[src/rtl/inst_mem_loader.sv]
// Byte-stream loader for the MIPS instruction memory: 16-bit word count header followed by
// big-endian 32-bit words, written to consecutive addresses from 0 while the CPU is held.
module inst_mem_loader #(
   parameter int unsigned ADDR_WIDTH = 8
) (
   input  logic                  clk_CPU,
   input  logic                  rst,
   input  logic                  start,
   input  logic                  byte_valid,
   input  logic [7:0]            byte_data,
   output logic                  byte_ready,
   output logic                  mem_we,
   output logic [ADDR_WIDTH-1:0] mem_addr,
   output logic [31:0]           mem_wdata,
   output logic                  cpu_hold,
   output logic                  busy,
   output logic                  done,
   output logic                  error,
   output logic [ADDR_WIDTH:0]   words_loaded
);

   localparam int unsigned Depth = 2 ** ADDR_WIDTH;

   typedef enum logic [2:0] {
      StIdle,
      StHdrHi,
      StHdrLo,
      StData,
      StDone,
      StErr
   } state_e;

   state_e                state_q, state_d;
   logic [7:0]            count_hi_q, count_hi_d;
   logic [15:0]           count_q, count_d;
   logic [23:0]           asm_q, asm_d;
   logic [1:0]            byte_idx_q, byte_idx_d;
   logic                  mem_we_q, mem_we_d;
   logic [ADDR_WIDTH-1:0] mem_addr_q, mem_addr_d;
   logic [31:0]           mem_wdata_q, mem_wdata_d;
   logic                  cpu_hold_q, cpu_hold_d;
   logic                  error_q, error_d;
   logic [ADDR_WIDTH:0]   words_q, words_d;

   logic [15:0] hdr_count;
   logic        all_written;
   logic        accept;

   assign hdr_count = {count_hi_q, byte_data};
   // True from the cycle the final write pulses; blocks a stray byte and ends the session.
   assign all_written = (32'(words_q) == 32'(count_q));

   always_comb begin
      byte_ready = 1'b0;
      unique case (state_q)
         StHdrHi, StHdrLo: byte_ready = 1'b1;
         StData:           byte_ready = !all_written;
         default:          byte_ready = 1'b0;
      endcase
   end

   assign accept = byte_valid && byte_ready;

   always_comb begin
      state_d     = state_q;
      count_hi_d  = count_hi_q;
      count_d     = count_q;
      asm_d       = asm_q;
      byte_idx_d  = byte_idx_q;
      mem_we_d    = 1'b0;
      mem_addr_d  = mem_addr_q;
      mem_wdata_d = mem_wdata_q;
      cpu_hold_d  = cpu_hold_q;
      error_d     = error_q;
      words_d     = words_q;

      unique case (state_q)
         StIdle: begin
            if (start) begin
               state_d    = StHdrHi;
               error_d    = 1'b0;
               words_d    = '0;
               cpu_hold_d = 1'b1;
            end
         end
         StHdrHi: begin
            if (accept) begin
               count_hi_d = byte_data;
               state_d    = StHdrLo;
            end
         end
         StHdrLo: begin
            if (accept) begin
               count_d = hdr_count;
               if (hdr_count == 16'd0) begin
                  state_d = StDone;
               end else if (32'(hdr_count) > Depth) begin
                  state_d = StErr;
               end else begin
                  state_d    = StData;
                  byte_idx_d = 2'd0;
               end
            end
         end
         StData: begin
            if (all_written) begin
               state_d = StDone;
            end else if (accept) begin
               asm_d      = {asm_q[15:0], byte_data};
               byte_idx_d = byte_idx_q + 2'd1;
               if (byte_idx_q == 2'd3) begin
                  mem_we_d    = 1'b1;
                  mem_wdata_d = {asm_q, byte_data};
                  mem_addr_d  = words_q[ADDR_WIDTH-1:0];
                  words_d     = words_q + (ADDR_WIDTH + 1)'(1);
               end
            end
         end
         StDone: begin
            state_d    = StIdle;
            cpu_hold_d = 1'b0;
         end
         StErr: begin
            state_d    = StIdle;
            error_d    = 1'b1;
            cpu_hold_d = 1'b0;
         end
         default: state_d = StIdle;
      endcase
   end

   always_ff @(posedge clk_CPU or posedge rst) begin
      if (rst) begin
         state_q     <= StIdle;
         count_hi_q  <= '0;
         count_q     <= '0;
         asm_q       <= '0;
         byte_idx_q  <= '0;
         mem_we_q    <= 1'b0;
         mem_addr_q  <= '0;
         mem_wdata_q <= '0;
         cpu_hold_q  <= 1'b0;
         error_q     <= 1'b0;
         words_q     <= '0;
      end else begin
         state_q     <= state_d;
         count_hi_q  <= count_hi_d;
         count_q     <= count_d;
         asm_q       <= asm_d;
         byte_idx_q  <= byte_idx_d;
         mem_we_q    <= mem_we_d;
         mem_addr_q  <= mem_addr_d;
         mem_wdata_q <= mem_wdata_d;
         cpu_hold_q  <= cpu_hold_d;
         error_q     <= error_d;
         words_q     <= words_d;
      end
   end

   assign mem_we       = mem_we_q;
   assign mem_addr     = mem_addr_q;
   assign mem_wdata    = mem_wdata_q;
   assign cpu_hold     = cpu_hold_q;
   assign busy         = (state_q != StIdle);
   assign done         = (state_q == StDone);
   assign error        = error_q;
   assign words_loaded = words_q;

endmodule

[config.mk]
export PLATFORM = sky130hd
export DESIGN_NAME = inst_mem_loader
export DESIGN_NICKNAME = d
export VERILOG_FILES = /design/src/rtl/inst_mem_loader.sv
export SDC_FILE = /design/constraint.sdc
export NUM_CORES = 1
export LEC_CHECK = 0
export CORE_MARGIN = 2
export CORE_UTILIZATION = 35
export CTS_BUF_LIST = sky130_fd_sc_hd__clkbuf_16
export DETAILED_ROUTE_END_ITERATION = 12
export SLEW_MARGIN = 0
export SYNTH_ARGS = -nofsm -noshare
export SYNTH_HDL_FRONTEND = slang
export SYNTH_SLANG_ARGS = --single-unit
[constraint.sdc]
create_clock -name clk_CPU -period 9.26 [get_ports clk_CPU]
set_input_delay 1.389 -clock clk_CPU [delete_from_list [all_inputs] [get_ports clk_CPU]]
set_output_delay 1.389 -clock clk_CPU [all_outputs]
set_load 0.01 [all_outputs]
==> metrics.md, run 1 <==
| Metric | Value |
|---|---|
| Unrepaired setup endpoints after global routing | `false` |
| Top Layer Used | `met4` |
| Worst endpoint required time | `7.87 ns` |
| Sequential share of the synthesized area | `around three fifths` |
| Finish-stage setup viols | `0` |
| Clk slew on worst S/H paths | `0.07 ns` |
| Core region area | `12470 sq um` |
| Total CTS buffers | `9` |
| Number of port buffers | `between 60 and 70` |
| First-pass GRT wire length | `roughly 15000 microns` |
| Die area | `13520 sq um` |
| Met2 WL | `4208 microns` |
| Post-synth ARST share | `100.0%` |
| CP Max Fanout | `4` |
| Post-synth EDFFs | `0` |
| Diode count | `0` |
| Setup_tns | `0 ns` |
| Pre-CTS setup slack | `between 5 and 6 ns` |
| Synth area leaders | `dfrtp_1, mux2_1, mux2_2, nand2_1, xnor2_1` |
| Slew margin rel. | `between 30% and 40%` |
| Critical Path AT | `between 2 and 3 ns` |
| Post-CTS setup buffer count | `0` |
| Fillers | `~1.2k` |
| Pre-antenna DRT Iters | `4` |
| Worst Max-Slew Pin Slew | `approximately 0.93 ns` |
| CTS max path bufs | `2` |
| Synth Flop Type | `dfrtp_1` |
| Worst Clk Skew | `0.009057 ns` |
| Layout area overhead | `25.12%` |
| Status | `complete, no violations` |
| Clock Sink Count | `between 100 and 150` |
| Total Nets Final | `428` |
| Die Wd | `between 100 and 150 microns` |
| Final Slew Violations | `0` |
| Iteration-0 DRC count of the detailed router | `184` |
| CP max stage cell | `nor4_1` |
| Wire length per cell | `15.20 microns` |
| Worst path max stage delay | `between 0.5 and 0.6 ns` |
| Rows | `between 40 and 50` |
| Leak Pwr | `approximately 2.5 nW` |
| CP cell instances | `nor3_1 > nand4_2 > nor4_1 > a211oi_1 > clkdlybuf4s50_1` |
| Hold_buf cts | `0` |
| Routed Antenna Nets | `0` |
| DR WL met3 | `~400 microns` |
| PwrDens | `290.2 nW/um^2` |
| DP HPWL | `6101 microns` |
| Worst Hold Class | `flop to flop` |
| CTS tree | `yes` |
| Met1 Wirelength | `~4300 microns` |
| Initial antenna violation count | `0` |
| Max cap viols | `0` |
| All-Layer GR Usage | `14.08%` |
| Synth Register Bits | `between 100 and 150` |
| Kind of start point of the critical path | `flop` |
| GP Congestion | `0.7704` |
| Starting Density | `between 30% and 40%` |
| YS warnings | `0` |
| Chip height | `between 100 and 150 microns` |
| Layout cells sized above 1 | `about an eighth` |
| CP Class | `flop to output pin` |
| Total Wirelength | `roughly 9000 microns` |
| Avg Inst Size Synth | `12.75 sq um` |
| Mapped cell area | `roughly 4400 sq um` |
| Vias after detailed routing | `2883` |
| Ports | `67` |
| Post-cts resize count | `0` |
| Syn Nets | `360` |
| Final core occ | `roughly 44%` |
| Drt via density | `between 4 and 5` |
| Root buf cell | `clkbuf_16` |
| Setup crit end kind | `output pin` |
| Period minus WS final | `approximately 4 ns` |
| Post-route DRC violation count | `0` |
| Area leader, netlist | `dfrtp_1` |
| Register area | `2628 sq um` |
| Vias in the first global route | `about 2.9k` |
| Multi-input gate area | `~1700 sq um` |
| Final WS setup | `5.310 ns` |
| H-tree depth | `3` |
| Hold Fails Final Rpt | `0` |
| Max Freq | `253.2 MHz` |
| Fin crit share | `a little over two fifths` |
| Count of cell types in the netlist | `43` |
| Peak ir drop on the vdd network | `129.1 uV` |
| Grt ovf | `0` |
| Post-Syn Instances | `approximately 350` |
| Top cell type's share of synthesized area | `slightly below 60%` |
| Largest net degree at the start of global routing | `between 50 and 60` |
| Worst-Skew Late Latency | `between 0.3 and 0.4 ns` |
==> area by class of cell <==
cell class	instances	area share, %
timing repair buffer	69	12.37
sequential	105	47.59
tap	172	3.898
clock buffer	9	4.079
clock inverter	7	1.156
multi-input combinational	220	30.25
inverter	9	0.6571
==> registers in the layout (all words and copies together) (netlist names) <==
signal / flops
asm_q: 24
byte_idx_q: 2
count_hi_q: 8
count_q: 16
cpu_hold: 1
error: 1
mem_addr: 8
mem_wdata: 32
mem_we: 1
state_q: 3
words_loaded: 9
==> final timing paths <==
kind / start / slack, ns / endpoint / depth (start not counted)
max in group asynchronous: rst / 6.64 / mem_wdata[18] / 3
min in group asynchronous: rst / 1.48 / mem_addr[6] / 2
worst max register to register: count_q[12] / 6.56 / words_loaded[7] / 7
worst max-delay path: count_q[12] / 5.31 / byte_ready / 5
worst min-delay path: asm_q[23] / 0.49 / mem_wdata[31] / 1
worst min register to register: asm_q[23] / 0.49 / mem_wdata[31] / 1
==> worst max-delay path: cells and delay by family, from the launching register on <==
family / cells / cell delay (ns)
flip-flops: 1 / 0.39
AO/OA/AOI/OAI: 1 / 0.16
AND/OR/NAND/NOR: 3 / 1.17
buffers and inverters: 1 / 0.50
==> metrics by stage <==
step	std cells	instance area, sq um	hold WS, ns	power [mW]
after global routing	591	5522	0.5095	1.705
after detailed placement	575	5233	0.4661	1.248
after CTS	591	5522	0.4826	1.622
final	591	5522	0.4850	1.602
after floorplan	346	4413	0.4467	1.023
after global placement	575	5233	0.4608	1.232
==> cell usage after synthesis (3+ instances only) <==
| cell | n |
|---|---|
| a21oi_1 | 9 |
| and3_1 | 3 |
| buf_6 | 4 |
| clkbuf_1 | 5 |
| dfrtp_1 | 105 |
| inv_1 | 6 |
| mux2_1 | 48 |
| mux2_2 | 25 |
| nand2_1 | 60 |
| nand3_1 | 5 |
| nand4_1 | 3 |
| nor2_1 | 6 |
| nor3_1 | 4 |
| nor4_1 | 6 |
| o21ai_0 | 6 |
| o21ai_1 | 4 |
| or3_1 | 5 |
| xnor2_1 | 9 |
==> cell usage in the layout (no fill, tap or decap), types with 3 or more instances in the layout <==
| master | netlist | layout |
|---|---|---|
| nor4_1 | 6 | 6 |
| inv_1 | 6 | 5 |
| or3_1 | 5 | 5 |
| nand4_1 | 3 | 3 |
| nor2_1 | 6 | 6 |
| clkdlybuf4s50_1 | 0 | 66 |
| o21ai_0 | 6 | 6 |
| o21ai_1 | 4 | 4 |
| buf_4 | 1 | 3 |
| mux2_2 | 25 | 25 |
| and3_1 | 3 | 3 |
| mux2_1 | 48 | 48 |
| dfrtp_1 | 105 | 105 |
| xnor2_1 | 9 | 9 |
| nand3_1 | 5 | 5 |
| nand2_1 | 60 | 60 |
| clkbuf_16 | 0 | 9 |
| nor3_1 | 4 | 4 |
| a21oi_1 | 9 | 9 |
==> where the power goes <==
part           switching (mW)  internal (mW)  leakage (nW)
logic                   0.215          0.270         0.986
clock network           0.180          0.188         0.136
registers               0.122          0.627          1.37
==> routing by layer <==
layer  vias up  global-route usage [%]
li1       1342                       -
met1      1457                   18.98
met2        76                   22.17
met3         8                   4.359
met4         0                   3.810
met5         -                       0
==> logic make-up after synthesis <==
group | after synthesis | share of synthesized area (%)
AOI/OAI and AO/OA | 32 | 5.019
and+or+nand+nor | 103 | 11.62
muxes | 74 | 18.85
xor gates and xnor gates | 9 | 1.786
buffers and inverters | 21 | 2.608
DFF | 105 | 59.54
adders and majority gates | 2 | 0.5670
Power figures use the tool's default switching activity.
==> run 2, diff against run 1 <==
Clock period 9.26 ns to 3.6 ns, I/O delays scaled along.
==> run 2 against run 1 <==
Count of clock-buffer cells in the layout is the same. Register-to-register slack lost 5.6 ns. Flip-flop and latch count is the same. Critical path depth is the same. Largest power group unchanged. Utilization grew 0.49 points.
==> metrics.md, run 2 (synthesis results as in run 1) <==
| Metric | Value |
|---|---|
| Post-CTS setup buffer count | `0` |
| Max cap viols | `0` |
| Die area | `13520 sq um` |
| Hold_buf cts | `0` |
| Core region area | `between 10000 and 15000 sq um` |
| Status | `complete, no violations` |
| Layout cells sized above 1 | `between 10% and 20%` |
| Initial antenna violation count | `0` |
| Vias after detailed routing | `about 2.9k` |
| Worst Hold Class | `flop to flop` |
| Setup crit end kind | `output pin` |
| First-pass GRT wire length | `14900 microns` |
| PwrDens | `around 760 nW/um^2` |
| CP delay by family, top | `simple AND/OR/NAND/NOR gates` |
| Vias in the first global route | `roughly 2.9k` |
| CP Class | `flop to output pin` |
| Number of port buffers | `66` |
| Period minus WS final | `about 3.1 ns` |
| Post-cts resize count | `0` |
| Logic pwr share | `between 20% and 30%` |
| Worst Clk Skew | `around 0.011 ns` |
| Number of buffers and inverters on the critical path | `1` |
| Layout area overhead | `26.51%` |
| Max Freq | `roughly 320 MHz` |
| Clk slew on worst S/H paths | `0.08 ns` |
| Routed Antenna Nets | `0` |
| Final Slew Violations | `0` |
| Leak Pwr | `between 2 and 3 nW` |
| Pint | `2.873 mW` |
| H-tree depth | `3` |
| CP max stage cell | `nor4_1` |
| Hold Fails Final Rpt | `0` |
| Total power draw | `4.215 mW` |
| Worst endpoint required time | `3.06 ns` |
| Clock Sink Count | `~110` |
| Iteration-0 DRC count of the detailed router | `~190` |
| Setup_tns | `0 ns` |
| Total Nets Final | `430` |
| Drt via density | `4.867` |
| Most frequent cells in the layout | `dfrtp_1, clkdlybuf4s50_1, nand2_1` |
| Sw power | `between 1 and 1.5 mW` |
| Ports | `between 60 and 70` |
| Kind of start point of the critical path | `flop` |
| Diode count | `0` |
| Root buf cell | `clkbuf_16` |
| Die Wd | `roughly 120 microns` |
| Post-route DRC violation count | `0` |
| Unrepaired setup endpoints after global routing | `false` |
| Switching Share | `between 30% and 40%` |
| All-Layer GR Usage | `14.24%` |
| DP HPWL | `between 6000 and 7000 microns` |
| Worst path max stage delay | `about 0.53 ns` |
| Total CTS buffers | `9` |
| Peak ir drop on the vdd network | `between 300 and 400 uV` |
| Fin crit share | `86.11%` |
| GP Congestion | `~0.82` |
| Final core occ | `between 40% and 50%` |
| Slew margin rel. | `between 40% and 50%` |
| Chip height | `116.3 microns` |
| Commonest non-fill, non-tap cell in the layout | `dfrtp_1` |
| CTS max path bufs | `2` |
| Largest register FFs | `32` |
| Finish-stage setup viols | `0` |
| Rows | `just over 40` |
| Reg power frac | `around 46%` |
| Critical Path AT | `between 2 and 3 ns` |
| Final hold slack | `about 0.48 ns` |
| Pre-antenna DRT Iters | `4` |
| Worst-Skew Late Latency | `about 0.35 ns` |
| CP Max Fanout | `4` |
| Grt ovf | `0` |
| Largest net degree at the start of global routing | `60` |
| CTS tree | `yes` |
| Wire length per cell | `roughly 15 microns` |
| Worst Max-Slew Pin Slew | `slightly above 0.8 ns` |
| Starting Density | `35.40%` |
| Clk network pwr share | `between 20% and 30%` |
| Total Wirelength | `8952 microns` |
| CP cell instances | `nor4_4 > nand4_2 > nor4_1 > a211oi_1 > clkdlybuf4s50_1` |
-- run 2: metal layers --
metal,vias up,part of all wire (%),GRT usage (%),routed length (microns)
met5,-,0,0,0
met4,0,1.5,4.683,137
met3,11,4.7,3.684,420
met2,75,46,21.86,4140
met1,1445,48,19.79,4253
li1,1355,-,-,-
-- run 2: worst paths after layout --
kind	from	end	slack, ns	cells past startpoint
max in group asynchronous	rst	count_q[5]	2.20	3
setup / recovery	count_q[9]	byte_ready	0.50	5
setup reg to reg	count_q[9]	words_loaded[7]	0.96	6
min in group asynchronous	rst	mem_wdata[25]	0.69	2
hold / removal	count_q[12]	count_q[12]	0.48	2
hold reg to reg	count_q[12]	count_q[12]	0.48	2
-- run 2: worst register-to-register path, cell delays in order, from the launching register on --
cell and delay (ns):
dfrtp_1 0.41, nor4_4 0.37, nand4_2 0.24, o311ai_4 0.79
inv_2 0.24, and3_1 0.24, a211o_1 0.22
-- run 2: cell type report --
cell class / count / area (sq um)
tap: 172 / 215.2
multi-input combinational: 220 / 1670
clock inverter: 7 / 85.08
fill: 1175 / 6883
sequential: 105 / 2628
inverter: 9 / 36.28
timing repair buffer: 71 / 723.2
clock buffer: 9 / 225.2
-- run 2: power by group through the flow --
stage | Clock (mW) | Combinational (mW) | Sequential, mW
detailed placement | 0 | 1.27 | 1.97
floorplan | 0 | 0.709 | 1.92
global route | 1.08 | 1.39 | 2.01
global placement | 0 | 1.25 | 1.95
finish | 1.02 | 1.26 | 1.94
CTS | 1.05 | 1.28 | 1.95
-- run 2: through the flow --
step           cell area [sq um]  cells  setup slack (ns)
6_report                    5583    593            0.5000
4_1_cts                     5583    593            0.4889
3_3_place_gp                5273    577            0.8936
5_1_grt                     5583    593            0.3378
2_1_floorplan               4413    346            0.2995
3_5_place_dp                5273    577            0.7703
==> run 3, diff against run 2 <==
Settings changed: CORE_ASPECT_RATIO from default to 1.25, HOLD_SLACK_MARGIN from default to 0.06, SLEW_MARGIN 0 to 25.
==> run 3 against run 2 <==
First-iteration DRC count is 57% lower. Flip-flop and latch count unchanged. Register-to-register slack better by 0.16 ns. Critical path depth did not move. Utilization increased by 0.96 points. Setup slack gained 0.010 ns. Die area about the same. Wire length is 1.4% higher. Via count increased by 0.69%.
==> metrics.md, run 3 (synthesis results as in run 1) <==
| Metric | Value |
|---|---|
| Clk slew on worst S/H paths | `around 0.070 ns` |
| Worst Clk Skew | `between 0.007 and 0.008 ns` |
| All-Layer GR Usage | `between 10% and 20%` |
| Final core occ | `45.75%` |
| Commonest non-fill, non-tap cell in the layout | `dfrtp_1` |
| Total Nets Final | `roughly 430` |
| Unrepaired setup endpoints after global routing | `false` |
| Grt ovf | `0` |
| Design Area, Final | `5589 sq um` |
| Critical Path AT | `about 2.6 ns` |
| CP Max Fanout | `4` |
| Initial antenna violation count | `0` |
| Slew margin rel. | `between 50 and 60%` |
| Worst Hold Class | `flop to flop` |
| Kind of start point of the critical path | `flop` |
| Root buf cell | `clkbuf_16` |
| Pre-antenna DRT Iters | `6` |
| Period minus WS final | `between 3 and 4 ns` |
| Drt via density | `~5.0` |
| H-tree depth | `3` |
| Status | `complete, no violations` |
| Total CTS buffers | `9` |
| Vias in the first global route | `2792` |
| Final hold slack | `0.4767 ns` |
| Core region area | `12220 sq um` |
| Hold_buf cts | `0` |
| Ports | `67` |
| Layout cells sized above 1 | `between 10% and 20%` |
| Worst path max stage delay | `roughly 0.51 ns` |
| Setup_tns | `0 ns` |
| Die Wd | `roughly 100 microns` |
| Diode count | `0` |
| CP delay by family, top | `simple AND/OR/NAND/NOR gates` |
| CP cell instances | `nor3_1 > nand4_2 > nor4_1 > a211oi_1 > clkdlybuf4s50_1` |
| Total Wirelength | `9078 microns` |
| Number of port buffers | `66` |
| Iteration-0 DRC count of the detailed router | `81` |
| Finish-stage setup viols | `0` |
| CP max stage cell | `nor4_1` |
| First-pass GRT wire length | `around 15000 microns` |
| Vias after detailed routing | `2906` |
| Setup crit end kind | `output pin` |
| Final Slew Violations | `0` |
| Max cap viols | `0` |
| Starting Density | `between 30 and 40%` |
| Worst Max-Slew Pin Slew | `between 0.6 and 0.7 ns` |
| CTS max path bufs | `2` |
| Post-DP Area | `~5300 sq um` |
| Most frequent cells in the layout | `dfrtp_1, clkdlybuf4s50_1, nand2_1` |
| Peak ir drop on the vdd network | `~450 uV` |
| Total placed cells including tap cells | `570` |
| Post-cts resize count | `0` |
| Total power draw | `roughly 4.3 mW` |
| Non-filler cells, final | `a little under 600` |
| Routed Antenna Nets | `0` |
| Wire length per cell | `roughly 15 microns` |
| PwrDens | `~760 nW/um^2` |
| Fin crit share | `a little under nine tenths` |
| Worst endpoint required time | `between 3 and 4 ns` |
| Largest register FFs | `32` |
| Chip height | `approximately 130 microns` |
| DP HPWL | `a little over 6000 microns` |
| Largest net degree at the start of global routing | `60` |
| Post-route DRC violation count | `0` |
| Layout area overhead | `26.65%` |
| Hold Fails Final Rpt | `0` |
| Clock Sink Count | `approximately 110` |
| Final WS setup | `0.5101 ns` |
| Pre-CTS setup slack | `0.7723 ns` |
| GP Congestion | `between 0.8 and 0.9` |
| CP Class | `flop to output pin` |
| Leak Pwr | `approximately 2.5 nW` |
| Number of buffers and inverters on the critical path | `1` |
| Rows | `45` |
| Post-CTS setup buffer count | `0` |
| Die area | `about 14000 sq um` |
| CTS tree | `yes` |
| Max Freq | `between 300 and 400 MHz` |
| Worst-Skew Late Latency | `0.34 ns` |
-- run 3: cell types whose count changed in the layout (fill, tap and decap cells not counted), sizes merged --
cell and change:
buf +1, bufinv +1, clkinv -1, inv +1
clkinvlp -1
-- run 3: path summary, 6_finish.rpt --
check,from,to,slack (ns),cells after the start
worst max-delay path,count_q[12],byte_ready,0.51,5
worst min-delay path,cpu_hold,cpu_hold,0.48,1
worst max register to register,count_q[12],words_loaded[7],1.12,7
worst min register to register,cpu_hold,cpu_hold,0.48,1
max in group asynchronous,rst,count_q[0],2.22,3
min in group asynchronous,rst,mem_wdata[7],0.63,2
-- run 3: power breakdown --
| part | leakage, nW | internal, mW | total, mW | switching [mW] |
|---|---|---|---|---|
| clock network | 0.163 | 0.625 | 1.08 | 0.454 |
| logic | 1.01 | 0.702 | 1.27 | 0.567 |
| registers | 1.37 | 1.61 | 1.93 | 0.313 |
| total | 2.53 | 2.94 | 4.27 | 1.33 |
-- run 3: final cells by class --
cell class / count / area, sq um
inverters: 9 / 36.28
multi-input cells: 220 / 1670
clock buffers: 9 / 225.2
clock inverters: 7 / 106.4
well taps: 164 / 205.2
flip-flops and latches: 105 / 2628
repair buffers: 72 / 718.2
fillers: 1142 / 6629
-- run 3: metal layers --
metal,global-route usage [%],vias to the layer above,part of all wire [%]
li1,-,1355,-
met1,18.33,1471,45
met2,22.72,63,49
met3,3.270,17,4.5
met4,5.405,0,2.0
met5,0,-,0
-- run 3: worst reg2reg max path, stage by stage, from the launching register on --
cell and delay (ns):
dfrtp_1 0.38, nor3_1 0.41, nand4_2 0.25, o311ai_4 0.34, buf_4 0.38, inv_2 0.18
and3_1 0.20, a211o_1 0.22
